File: config.mk
export PLATFORM = sky130hd
export DESIGN_NAME = alu_mc
export DESIGN_NICKNAME = d
export VERILOG_FILES = /design/src/rtl/alu_pkg.sv /design/src/rtl/mul_iter.sv /design/src/rtl/alu_mc.sv
export SDC_FILE = /design/constraint.sdc
export NUM_CORES = 1
export LEC_CHECK = 0
export BUFFER_PORTS_ARGS = -buffer_cell sky130_fd_sc_hd__clkbuf_2
export CAP_MARGIN = 0
export CELL_PAD_IN_SITES_DETAIL_PLACEMENT = 0
export CELL_PAD_IN_SITES_GLOBAL_PLACEMENT = 2
export CORE_UTILIZATION = 40
export DETAILED_ROUTE_END_ITERATION = 10
export HOLD_SLACK_MARGIN = 0.15
export PLACE_DENSITY_LB_ADDON = 0.1
export SLEW_MARGIN = 20
export SYNTH_ARGS = -nofsm -noshare
export SYNTH_HDL_FRONTEND = slang
export SYNTH_SLANG_ARGS = --single-unit
File: constraint.sdc
create_clock -name clk -period 6.85 [get_ports clk]
set_input_delay 1.0275 -clock clk [delete_from_list [all_inputs] [get_ports clk]]
set_output_delay 1.0275 -clock clk [all_outputs]
set_load 0.005 [all_outputs]
File: src/rtl/alu_pkg.sv
// Shared definitions for the multi-cycle ALU: opcodes, status bit positions
// and controller state encoding.
package alu_pkg;

  localparam logic [2:0] OP_ADD = 3'b000;
  localparam logic [2:0] OP_SUB = 3'b001;
  localparam logic [2:0] OP_AND = 3'b010;
  localparam logic [2:0] OP_NOT = 3'b011;
  localparam logic [2:0] OP_MUL = 3'b100;
  localparam logic [2:0] OP_LSL = 3'b101;
  localparam logic [2:0] OP_LSR = 3'b110;
  localparam logic [2:0] OP_ASR = 3'b111;

  localparam int unsigned ST_N = 2;
  localparam int unsigned ST_V = 1;
  localparam int unsigned ST_Z = 0;

  typedef enum logic {
    IDLE = 1'b0,
    MUL  = 1'b1
  } state_t;

endpackage

File: src/rtl/mul_iter.sv
// Iterative unsigned shift-add multiplier: one multiplier bit per cycle, W cycles.
// prod carries the final 2W-bit product combinationally while fin is high.
module mul_iter #(
  parameter int unsigned W = 16
) (
  input  logic           clk,
  input  logic           reset,
  input  logic           go,
  input  logic [W-1:0]   a,
  input  logic [W-1:0]   b,
  output logic           busy,
  output logic           fin,
  output logic [2*W-1:0] prod
);

  localparam int unsigned CW = $clog2(W) + 1;
  localparam logic [CW-1:0] LAST = CW'(W - 1);

  logic [2*W-1:0] acc_q, acc_d, mcand_q;
  logic [W-1:0]   mplier_q;
  logic [CW-1:0]  cnt_q;
  logic           run_q;

  always_comb begin
    acc_d = acc_q + (mplier_q[0] ? mcand_q : '0);
    fin   = run_q && (cnt_q == LAST);
    busy  = run_q;
    prod  = acc_d;
  end

  always_ff @(posedge clk) begin
    if (reset) begin
      acc_q    <= '0;
      mcand_q  <= '0;
      mplier_q <= '0;
      cnt_q    <= '0;
      run_q    <= 1'b0;
    end else if (go && !run_q) begin
      acc_q    <= '0;
      mcand_q  <= {{W{1'b0}}, a};
      mplier_q <= b;
      cnt_q    <= '0;
      run_q    <= 1'b1;
    end else if (run_q) begin
      acc_q    <= acc_d;
      mcand_q  <= mcand_q << 1;
      mplier_q <= mplier_q >> 1;
      cnt_q    <= cnt_q + 1'b1;
      if (fin) run_q <= 1'b0;
    end
  end

endmodule

File: src/rtl/alu_mc.sv
// Multi-cycle ALU: single-cycle ADD/SUB/AND/NOT/shifts, iterative MUL, with a
// start/busy/done handshake and registered result and {N,V,Z} status.
module alu_mc
  import alu_pkg::*;
#(
  parameter int unsigned W = 16
) (
  input  logic         clk,
  input  logic         reset,
  input  logic         start,
  input  logic [2:0]   op,
  input  logic [W-1:0] Ain,
  input  logic [W-1:0] Bin,
  output logic [W-1:0] out,
  output logic [2:0]   status,
  output logic         busy,
  output logic         done
);

  localparam int unsigned LW = $clog2(W);

  state_t         state_q, state_d;
  logic [W-1:0]   out_q, out_d;
  logic [2:0]     status_q, status_d;
  logic           done_q, done_d;

  logic [W-1:0]   alu_res;
  logic           alu_v;
  logic [LW-1:0]  shamt;

  logic           mul_go, mul_busy, mul_fin;
  logic [2*W-1:0] mul_prod;

  mul_iter #(
    .W (W)
  ) u_mul (
    .clk   (clk),
    .reset (reset),
    .go    (mul_go),
    .a     (Ain),
    .b     (Bin),
    .busy  (mul_busy),
    .fin   (mul_fin),
    .prod  (mul_prod)
  );

  assign shamt = Bin[LW-1:0];

  always_comb begin
    alu_res = '0;
    alu_v   = 1'b0;
    case (op)
      OP_ADD: begin
        alu_res = Ain + Bin;
        alu_v   = (Ain[W-1] == Bin[W-1]) && (alu_res[W-1] != Ain[W-1]);
      end
      OP_SUB: begin
        alu_res = Ain - Bin;
        alu_v   = (Ain[W-1] != Bin[W-1]) && (alu_res[W-1] != Ain[W-1]);
      end
      OP_AND:  alu_res = Ain & Bin;
      OP_NOT:  alu_res = ~Bin;
      OP_LSL:  alu_res = Ain << shamt;
      OP_LSR:  alu_res = Ain >> shamt;
      OP_ASR:  alu_res = W'($signed(Ain) >>> shamt);
      default: alu_res = '0;
    endcase
  end

  always_comb begin
    state_d  = state_q;
    out_d    = out_q;
    status_d = status_q;
    done_d   = 1'b0;
    mul_go   = 1'b0;
    unique case (state_q)
      IDLE: begin
        if (start) begin
          if (op == OP_MUL) begin
            mul_go  = 1'b1;
            state_d = MUL;
          end else begin
            out_d          = alu_res;
            status_d[ST_N] = alu_res[W-1];
            status_d[ST_V] = alu_v;
            status_d[ST_Z] = (alu_res == '0);
            done_d         = 1'b1;
          end
        end
      end
      MUL: begin
        if (mul_fin) begin
          out_d          = mul_prod[W-1:0];
          status_d[ST_N] = mul_prod[W-1];
          status_d[ST_V] = |mul_prod[2*W-1:W];
          status_d[ST_Z] = (mul_prod[W-1:0] == '0);
          done_d         = 1'b1;
          state_d        = IDLE;
        end else if (!mul_busy) begin
          // Multiplier lost its run state without finishing; don't wedge.
          state_d = IDLE;
        end
      end
      default: state_d = IDLE;
    endcase
  end

  always_ff @(posedge clk) begin
    if (reset) begin
      state_q  <= IDLE;
      out_q    <= '0;
      status_q <= '0;
      done_q   <= 1'b0;
    end else begin
      state_q  <= state_d;
      out_q    <= out_d;
      status_q <= status_d;
      done_q   <= done_d;
    end
  end

  assign out    = out_q;
  assign status = status_q;
  assign done   = done_q;
  assign busy   = (state_q == MUL);

endmodule

==> impl_results.md, run 1 <==
- Status: complete, no violations
- R2R Setup Slk: 2.76 ns
- Synth Area per Inst: 7.47 µm²
- CP max FO: 25
- CP max-delay cell: ha_1
- Detailed Place HPWL: 24.5 mm
- Number of synthesized flops with an enable pin: 0
- Clock latency on the worst-skew pair: 0.37 ns
- Die W: 157 µm
- Design Power: 1.63 mW
- Pin count of the biggest net entering global routing: 62
- Via-per-instance ratio: 5.75
- WL per Instance: 20.0 µm
- P&R area growth vs syn: 7.42%
- CP endpoint kind: flop
- Vias post-DR: 9299
- Worst Skew: 0.0167 ns
- Depth of the most critical reg-to-reg path: 14
- CTS Hold Bufs: 0
- Initial Utilization: 40.9%
- Fraction of layout instances using a drive strength above 1: 9.71%
- Total track usage: 26.6%
- CP required: 7.15 ns
- Synth cell types: 79
- Hold endpoint: out[4]
- Clock transition at the registers of the reported paths: 0.08 ns
- Critical R2R Capture: status[1]
- Root Buffer: clkbuf_16
- Grt ovf: 0
- Hold path depth: 2
- Hold crit path type: flop to flop
- Dpl cells: 1601
- WL final: 32.4 mm
- Leading area contributor after synthesis: dfxtp_1
- DR iter-0 viols: 807
- Area of the multi-input gates: 0.00699 mm²
- Leakage power: 4.51 nW
- Most common library cells after synthesis: 229 x nor2_1, 133 x a21oi_1, 106 x dfxtp_1
- Cells after Synth: 1294
- RSZ-0062 raised after global routing: false
- Total area of sequential cells: 0.00213 mm²
- Synth warn: 0
- IR drop worst, VDD: 0.0887 mV
- Remaining antenna violation count: 0
- Final setup viols: 0
- Switching power: 0.562 mW
- Clock sinks: 106
- Max_cap viols: 0
- CP Class: input port to flop
- Worst Setup Start Kind: input port
- Sequential Power Share: 39.5%
- Hold Crit Start: out[4]
- Post-synthesis async set-or-reset flop share: 0%
- # diodes: 0
- CTS max path bufs: 2
- Post-CTS Setup Inserts: 0
- Worst slew margin: 35.9%
- TritonCTS clock tree: yes
- Cell-internal power: 1.07 mW
- Clock power frac: 35.4%
- Row cnt: 56
- I/O pins: 59
- Synth top area share: 22.0%
- Final TNS setup: 0 ns
- Max Transition Viols Final: 0
- PwrDens: 157 mW/mm²
- Final Instance Count excl. Fillers: 1617
- Critical path data arrival time: 4.92 ns
- Core area: 0.0236 mm²
- Sequential area share after synthesis: 22.0%
- H-tree lvl count: 3
- Post-CTS resize count: 0
- Post-Syn Area: 0.00966 mm²
- Fill cells: 2491
- Routability cong.: 0.933
- First-pass GRT wire length: 50.3 mm
- Comb power frac: 25.1%
- IO Port Bufs: 58
- FMAX: 0.217 GHz
- Die Ht: 157 µm
- Syn Nets: 1401
- Switch share: 34.4%
- Worst path cell trace: clkbuf_2, clkinv_1, ha_1, o21a_1, o31a_1, o32ai_2, o41ai_1, a31oi_1, o21ai_0, or2b_1, o21ai_0, or3_1, o21ai_2
- Ranking of synthesized cells by area: dfxtp_1 22%, mux2i_1 9.3%, nor2_1 8.9%
- Slowest stage delay, CP: 0.57 ns
- Measured slew at the worst slew-check pin: 0.957 ns
- Prevailing post-synth register cell: dfxtp_1
- Nets: 1400
- CP most frequent cell: o21ai_0
- First-pass detailed-route iteration total: 5
- Vias in the first global route: 8476
- Cell with the most instances after synthesis: nor2_1
- DRC viols: 0
- CTS buffer count: 9
- Hold Fails Final Rpt: 0
- Initial antenna violation count: 0
- Flops & latches, synth: 106
- Minimum clock period: 4.62 ns
- Final worst path period share: 67.4%
- R2R Path Start: u_mul.mplier_q[0]
- Die ar.: 0.0248 mm²
==> layout by cell type (no fill, tap or decap), types with 8 or more instances in the layout <==
| master | netlist | final |
|---|---|---|
| and2_1 | 35 | 35 |
| nor3_1 | 39 | 39 |
| nand2b_1 | 10 | 10 |
| o21ai_0 | 47 | 47 |
| nor4_1 | 10 | 10 |
| clkbuf_16 | 0 | 9 |
| or3_1 | 17 | 17 |
| nand4_1 | 10 | 10 |
| a21o_1 | 23 | 23 |
| ha_1 | 66 | 66 |
| a31oi_1 | 16 | 16 |
| nand2_1 | 96 | 96 |
| dfxtp_1 | 106 | 105 |
| and3_1 | 10 | 10 |
| xnor2_1 | 29 | 29 |
| inv_1 | 40 | 40 |
| o31ai_1 | 9 | 9 |
| a211oi_1 | 18 | 18 |
| o21a_1 | 9 | 9 |
| nor2_1 | 229 | 229 |
| mux2_2 | 8 | 8 |
| clkbuf_2 | 0 | 58 |
| buf_4 | 7 | 12 |
| xor2_1 | 14 | 14 |
| o211ai_1 | 17 | 17 |
| mux2i_1 | 90 | 90 |
| a21oi_1 | 133 | 133 |
| nand3_1 | 16 | 15 |
==> flip-flops by register name, summed over array words and instances (netlist names) <==
register and flops:
out 16, u_mul.cnt_q 5, u_mul.acc_q 32, done 1, u_mul.mcand_q 32, busy 1
status 2, u_mul.busy 1, u_mul.mplier_q 16
==> stage by stage <==
stage               area (µm²)  utilization [%]  worst slack [ns]  hold slack (ns)
floorplan                 9660                -              3.04            0.448
global placement         10100             42.6              2.09            0.440
detailed placement       10100             42.6              1.91            0.452
global route             10400             43.9              1.90            0.474
finish                   10400             43.9              2.23            0.459
CTS                      10400             43.9              2.30            0.463
==> metal layers <==
| metal | global-route usage [%] | routed length [µm] | vias up |
|---|---|---|---|
| met5 | 0 | 0 | - |
| met4 | 5.41 | 335 | 0 |
| met3 | 2.70 | 1680 | 21 |
| met2 | 40.4 | 14000 | 244 |
| met1 | 40.1 | 16400 | 4383 |
| li1 | - | - | 4651 |
==> power groups by stage <==
stage                     Clock (mW)  Sequential, mW  Combinational [mW]
after global placement             0           0.659               0.404
after detailed placement           0           0.659               0.403
after floorplan                    0           0.652               0.284
after global routing           0.614           0.646               0.449
final                          0.577           0.644               0.410
after CTS                      0.590           0.645               0.405
==> cell type report <==
type	count	area share [%]
tap	319	3.85
clock buffer	9	2.17
clock inverter	7	0.844
timing repair buffer	70	3.67
multi-input combinational	1061	67.4
sequential	106	20.5
inverter	45	1.63
==> worst max-delay path, delay by kind of cell <==
| kind | cells | cell delay [ns] |
|---|---|---|
| buffers and inverters | 2 | 0.93 |
| and+or+nand+nor | 2 | 0.52 |
| AOI/OAI and AO/OA | 8 | 1.85 |
| adders and majority gates | 1 | 0.57 |
==> kinds of logic after synthesis <==
logic type	Yosys count	synth area share, %
simple gates	489	22.8
flops	106	22.0
xor+xnor	43	3.90
fa+ha+maj	69	9.17
compound gates	351	23.5
mux	109	12.9
buf+inv	127	5.84
==> worst max path at each step <==
stage | from | end | cells after the start
2_1_floorplan | Bin[2] | status[0] | 13
3_3_place_gp | Bin[3] | status[0] | 13
3_5_place_dp | Bin[3] | status[0] | 13
4_1_cts | Bin[3] | status[0] | 13
5_1_grt | Bin[3] | status[0] | 13
6_report | Bin[3] | status[0] | 13
Power figures use the tool's default switching activity.
==> run 2: changes to the inputs <==
- ABC_AREA: default -> 1
- CORE_UTILIZATION: 40 -> 33
- clock period: 6.85 -> 4.3 ns (I/O delays scaled with it)
==> run 2 against run 1 <==
Net effect: count of clock-buffer cells in the layout unchanged; sequential power up 61%; die area up 36%; worst hold slack better by 0.0031 ns; clock power up 62%; worst setup slack worse by 1.1 ns; synthesized cell count up 54%.
==> impl_results.md, run 2 <==
- Status: complete, no violations (unchanged)
- H-tree lvl count: 3 (unchanged)
- Leading cell type in the layout, fill and taps excluded: nand2_1 (was nor2_1)
- Leakage power: 6.64 nW (was 4.51 nW)
- Dpl cells: 2438 (was 1601)
- Cell with the most instances after synthesis: nand2_1 (was nor2_1)
- Synth cell types: 43 (was 79)
- Final Instance Count excl. Fillers: 2455 (was 1617)
- Hold Crit Start: u_mul.cnt_q[4] (was out[4])
- Detailed Place HPWL: 36.9 mm (was 24.5 mm)
- Via-per-instance ratio: 4.97 (was 5.75)
- P&R area growth vs syn: 9.21% (was 7.42%)
- Depth of the most critical reg-to-reg path: 19 (was 14)
- FMAX: 0.315 GHz
- Initial antenna violation count: 1 (was 0)
- Nets: 2114 (was 1400)
- CP most frequent cell: nand3_1 (was o21ai_0)
- Worst path cell trace: clkbuf_2, inv_1, ha_1, nand2_1, nor2_1, nand2_1, nand3_1, a21oi_1, o21ai_0, nand3_1, nor2_1, nand3_1, nor2_1, nand3_1, a21oi_1 (was clkbuf_2, clkinv_1, ha_1, o21a_1, o31a_1, o32ai_2, o41ai_1, a31oi_1, o21ai_0, or2b_1, o21ai_0, or3_1, o21ai_2)
- CP max-delay cell: ha_1 (unchanged)
- Synth warn: 0 (unchanged)
- Post-CTS Setup Inserts: 0 (unchanged)
- Cells after Synth: 1987 (was 1294)
- Max Transition Viols Final: 0 (unchanged)
- Ranking of synthesized cells by area: nand2_1 23%, dfxtp_1 19%, inv_1 11% (was dfxtp_1 22%, mux2i_1 9.3%, nor2_1 8.9%)
- Min Hold Slack: 0.462 ns (was 0.459 ns)
- Most common library cells after synthesis: 661 x nand2_1, 328 x inv_1, 210 x nand3_1 (was 229 x nor2_1, 133 x a21oi_1, 106 x dfxtp_1)
- Root Buffer: clkbuf_16 (unchanged)
- PwrDens: 230 mW/mm² (was 157 mW/mm²)
- Synth Area per Inst: 5.48 µm² (was 7.47 µm²)
- Final worst path period share: 73.8%
- Synth top area share: 22.8% (was 22.0%)
- Vias in the first global route: 11658 (was 8476)
- Routability cong.: 0.945 (was 0.933)
- First-pass GRT wire length: 69.2 mm (was 50.3 mm)
- DRC viols: 0 (unchanged)
- Slowest stage delay, CP: 0.56 ns (was 0.57 ns)
- Core area: 0.0325 mm² (was 0.0236 mm²)
- Fill cells: 3868 (was 2491)
- Biggest regs: u_mul.acc_q x32, u_mul.mcand_q x32 (unchanged)
- Remaining antenna violation count: 0 (unchanged)
- CP endpoint kind: flop (unchanged)
- CP delay by family, top: simple AND/OR/NAND/NOR gates (was compound AO/OA/AOI/OAI gates)
- R2R Path Start: u_mul.mplier_q[0] (unchanged)
- Number of synthesized flops with an enable pin: 0 (unchanged)
- Final TNS setup: 0 ns (unchanged)
- Hold path depth: 2 (unchanged)
- Row cnt: 66 (was 56)
- Die ar.: 0.0337 mm² (was 0.0248 mm²)
- RSZ-0062 raised after global routing: false (unchanged)
- Total track usage: 27.3% (was 26.6%)
- Worst Skew: 0.0103 ns (was 0.0167 ns)
- Final setup viols: 0 (unchanged)
- Clock latency on the worst-skew pair: 0.36 ns (was 0.37 ns)
- Syn Nets: 2094 (was 1401)
- Initial Utilization: 33.5% (was 40.9%)
- WL per Instance: 18.4 µm (was 20.0 µm)
- CP Class: input port to flop (unchanged)
- IR drop worst, VDD: 0.206 mV (was 0.0887 mV)
- Fraction of layout instances using a drive strength above 1: 6.76% (was 9.71%)
- I/O pins: 59 (unchanged)
- Critical path data arrival time: 3.47 ns (was 4.92 ns)
- Hold endpoint: u_mul.cnt_q[4] (was out[4])
- Minimum clock period: 3.17 ns
- Flops & latches, synth: 106 (unchanged)
- Post-CTS resize count: 0 (unchanged)
- IO Port Bufs: 58 (unchanged)
- Clock transition at the registers of the reported paths: 0.08 ns (about the same)
- Post-Syn Area: 0.0109 mm² (was 0.00966 mm²)
- First-pass detailed-route iteration total: 5 (unchanged)
- Post-synthesis async set-or-reset flop share: 0% (unchanged)
- Sum of buffers and inverters on the critical path: 2 (unchanged)
- Sequential area share after synthesis: 19.5% (was 22.0%)
- Prevailing post-synth register cell: dfxtp_1 (unchanged)
- Hold crit path type: flop to flop (unchanged)
- Grt ovf: 0 (unchanged)
- CTS buffer count: 9 (unchanged)
- Vias post-DR: 12208 (was 9299)
- Die Ht: 184 µm (was 157 µm)
- DR iter-0 viols: 934 (was 807)
- CTS max path bufs: 2 (unchanged)
- TritonCTS clock tree: yes (unchanged)
- Die W: 184 µm (was 157 µm)
- Hold Fails Final Rpt: 0 (unchanged)
- Clock sinks: 106 (unchanged)
- CP max FO: 16 (was 25)
- Worst slew margin: 48.2% (was 35.9%)
- Worst Setup Start Kind: input port (unchanged)
- CP required: 4.59 ns (was 7.15 ns)
- Max_cap viols: 0 (unchanged)
- Measured slew at the worst slew-check pin: 0.777 ns (was 0.957 ns)
- Most frequent cells in the layout: 661 x nand2_1, 328 x inv_1, 210 x nand3_1, 207 x nor2_1, 105 x dfxtp_1 (was 229 x nor2_1, 133 x a21oi_1, 105 x dfxtp_1, 96 x nand2_1, 90 x mux2i_1)
- Pin count of the biggest net entering global routing: 73 (was 62)
- Leading area contributor after synthesis: nand2_1 (was dfxtp_1)
- R2R Setup Slk: 1.26 ns (was 2.76 ns)
- Critical R2R Capture: status[1] (unchanged)
- CTS Hold Bufs: 0 (unchanged)
- WL final: 45.3 mm (was 32.4 mm)
-- run 2: how the worst max path moves through the flow --
stage	to	slack, ns	startpoint	cells past startpoint
2_1_floorplan	status[0]	1.64	Bin[3]	18
3_3_place_gp	status[0]	0.94	Bin[3]	17
3_5_place_dp	status[0]	0.84	Bin[3]	15
4_1_cts	status[0]	1.21	Bin[3]	15
5_1_grt	status[1]	0.89	u_mul.mplier_q[0]	18
6_report	status[0]	1.13	Bin[3]	15
-- run 2: routing by layer --
layer	GRT usage [%]	routed length [µm]
met4	5.63	823
met3	3.88	2430
met2	42.3	19300
met1	39.6	22700
met5	0	0
-- run 2: final cells by class --
type,count,area [µm²],share of cell area [%]
diodes,1,2.50,0.0211
clock buffers,9,225,1.89
inverters,343,1290,10.8
clock inverters,7,101,0.853
repair buffers,78,453,3.81
flip-flops and latches,106,2120,17.9
multi-input cells,1469,7140,60.1
well taps,442,553,4.65
-- run 2: worst register-to-register path, stage by stage (launching register included) --
cell and delay [ns]:
dfxtp_1 0.43, buf_4 0.26, nand2_1 0.08, inv_1 0.08, ha_1 0.28, nand2_1 0.16, inv_1 0.06, nand2_1 0.06
nand2_1 0.12, nand3b_1 0.35, nand2_1 0.18, nand2_1 0.07, nand2_1 0.06, nand2_1 0.10, nor2_1 0.10, nand2_1 0.08
nor2_1 0.21, nand3_1 0.11, nand2_1 0.08, a21oi_1 0.05
-- run 2: logic make-up (layout without fill, tap and decap cells) --
kind of cell / Yosys count / in the layout / share of synthesized area [%]
XOR/XNOR: 16 / 16 / 1.29
buffers and inverters: 412 / 437 / 14.9
other: 0 / 1 / 0
flip-flops: 106 / 106 / 19.5
AND/OR/NAND/NOR: 1146 / 1146 / 43.7
AO/OA/AOI/OAI: 238 / 238 / 12.5
adder cells (fa/ha/maj): 69 / 69 / 8.14
-- run 2: metrics by stage --
stage / instance area, µm² / power (mW) / setup slack [ns] / utilization, %
floorplan: 10900 / 1.54 / 1.64 / -
finish: 11900 / 2.74 / 1.13 / 36.5
CTS: 11900 / 2.75 / 1.21 / 36.5
global route: 11900 / 2.89 / 0.893 / 36.5
detailed placement: 11600 / 1.82 / 0.835 / 35.5
global placement: 11600 / 1.82 / 0.939 / 35.5
-- run 2: report_power, final --
| group | internal [mW] | leakage (nW) | switching, mW | total (mW) |
|---|---|---|---|---|
| logic | 0.221 | 5.62 | 0.546 | 0.768 |
| clock network | 0.518 | 0.158 | 0.416 | 0.933 |
| registers | 1.01 | 0.859 | 0.0250 | 1.04 |
| total | 1.75 | 6.64 | 0.987 | 2.74 |
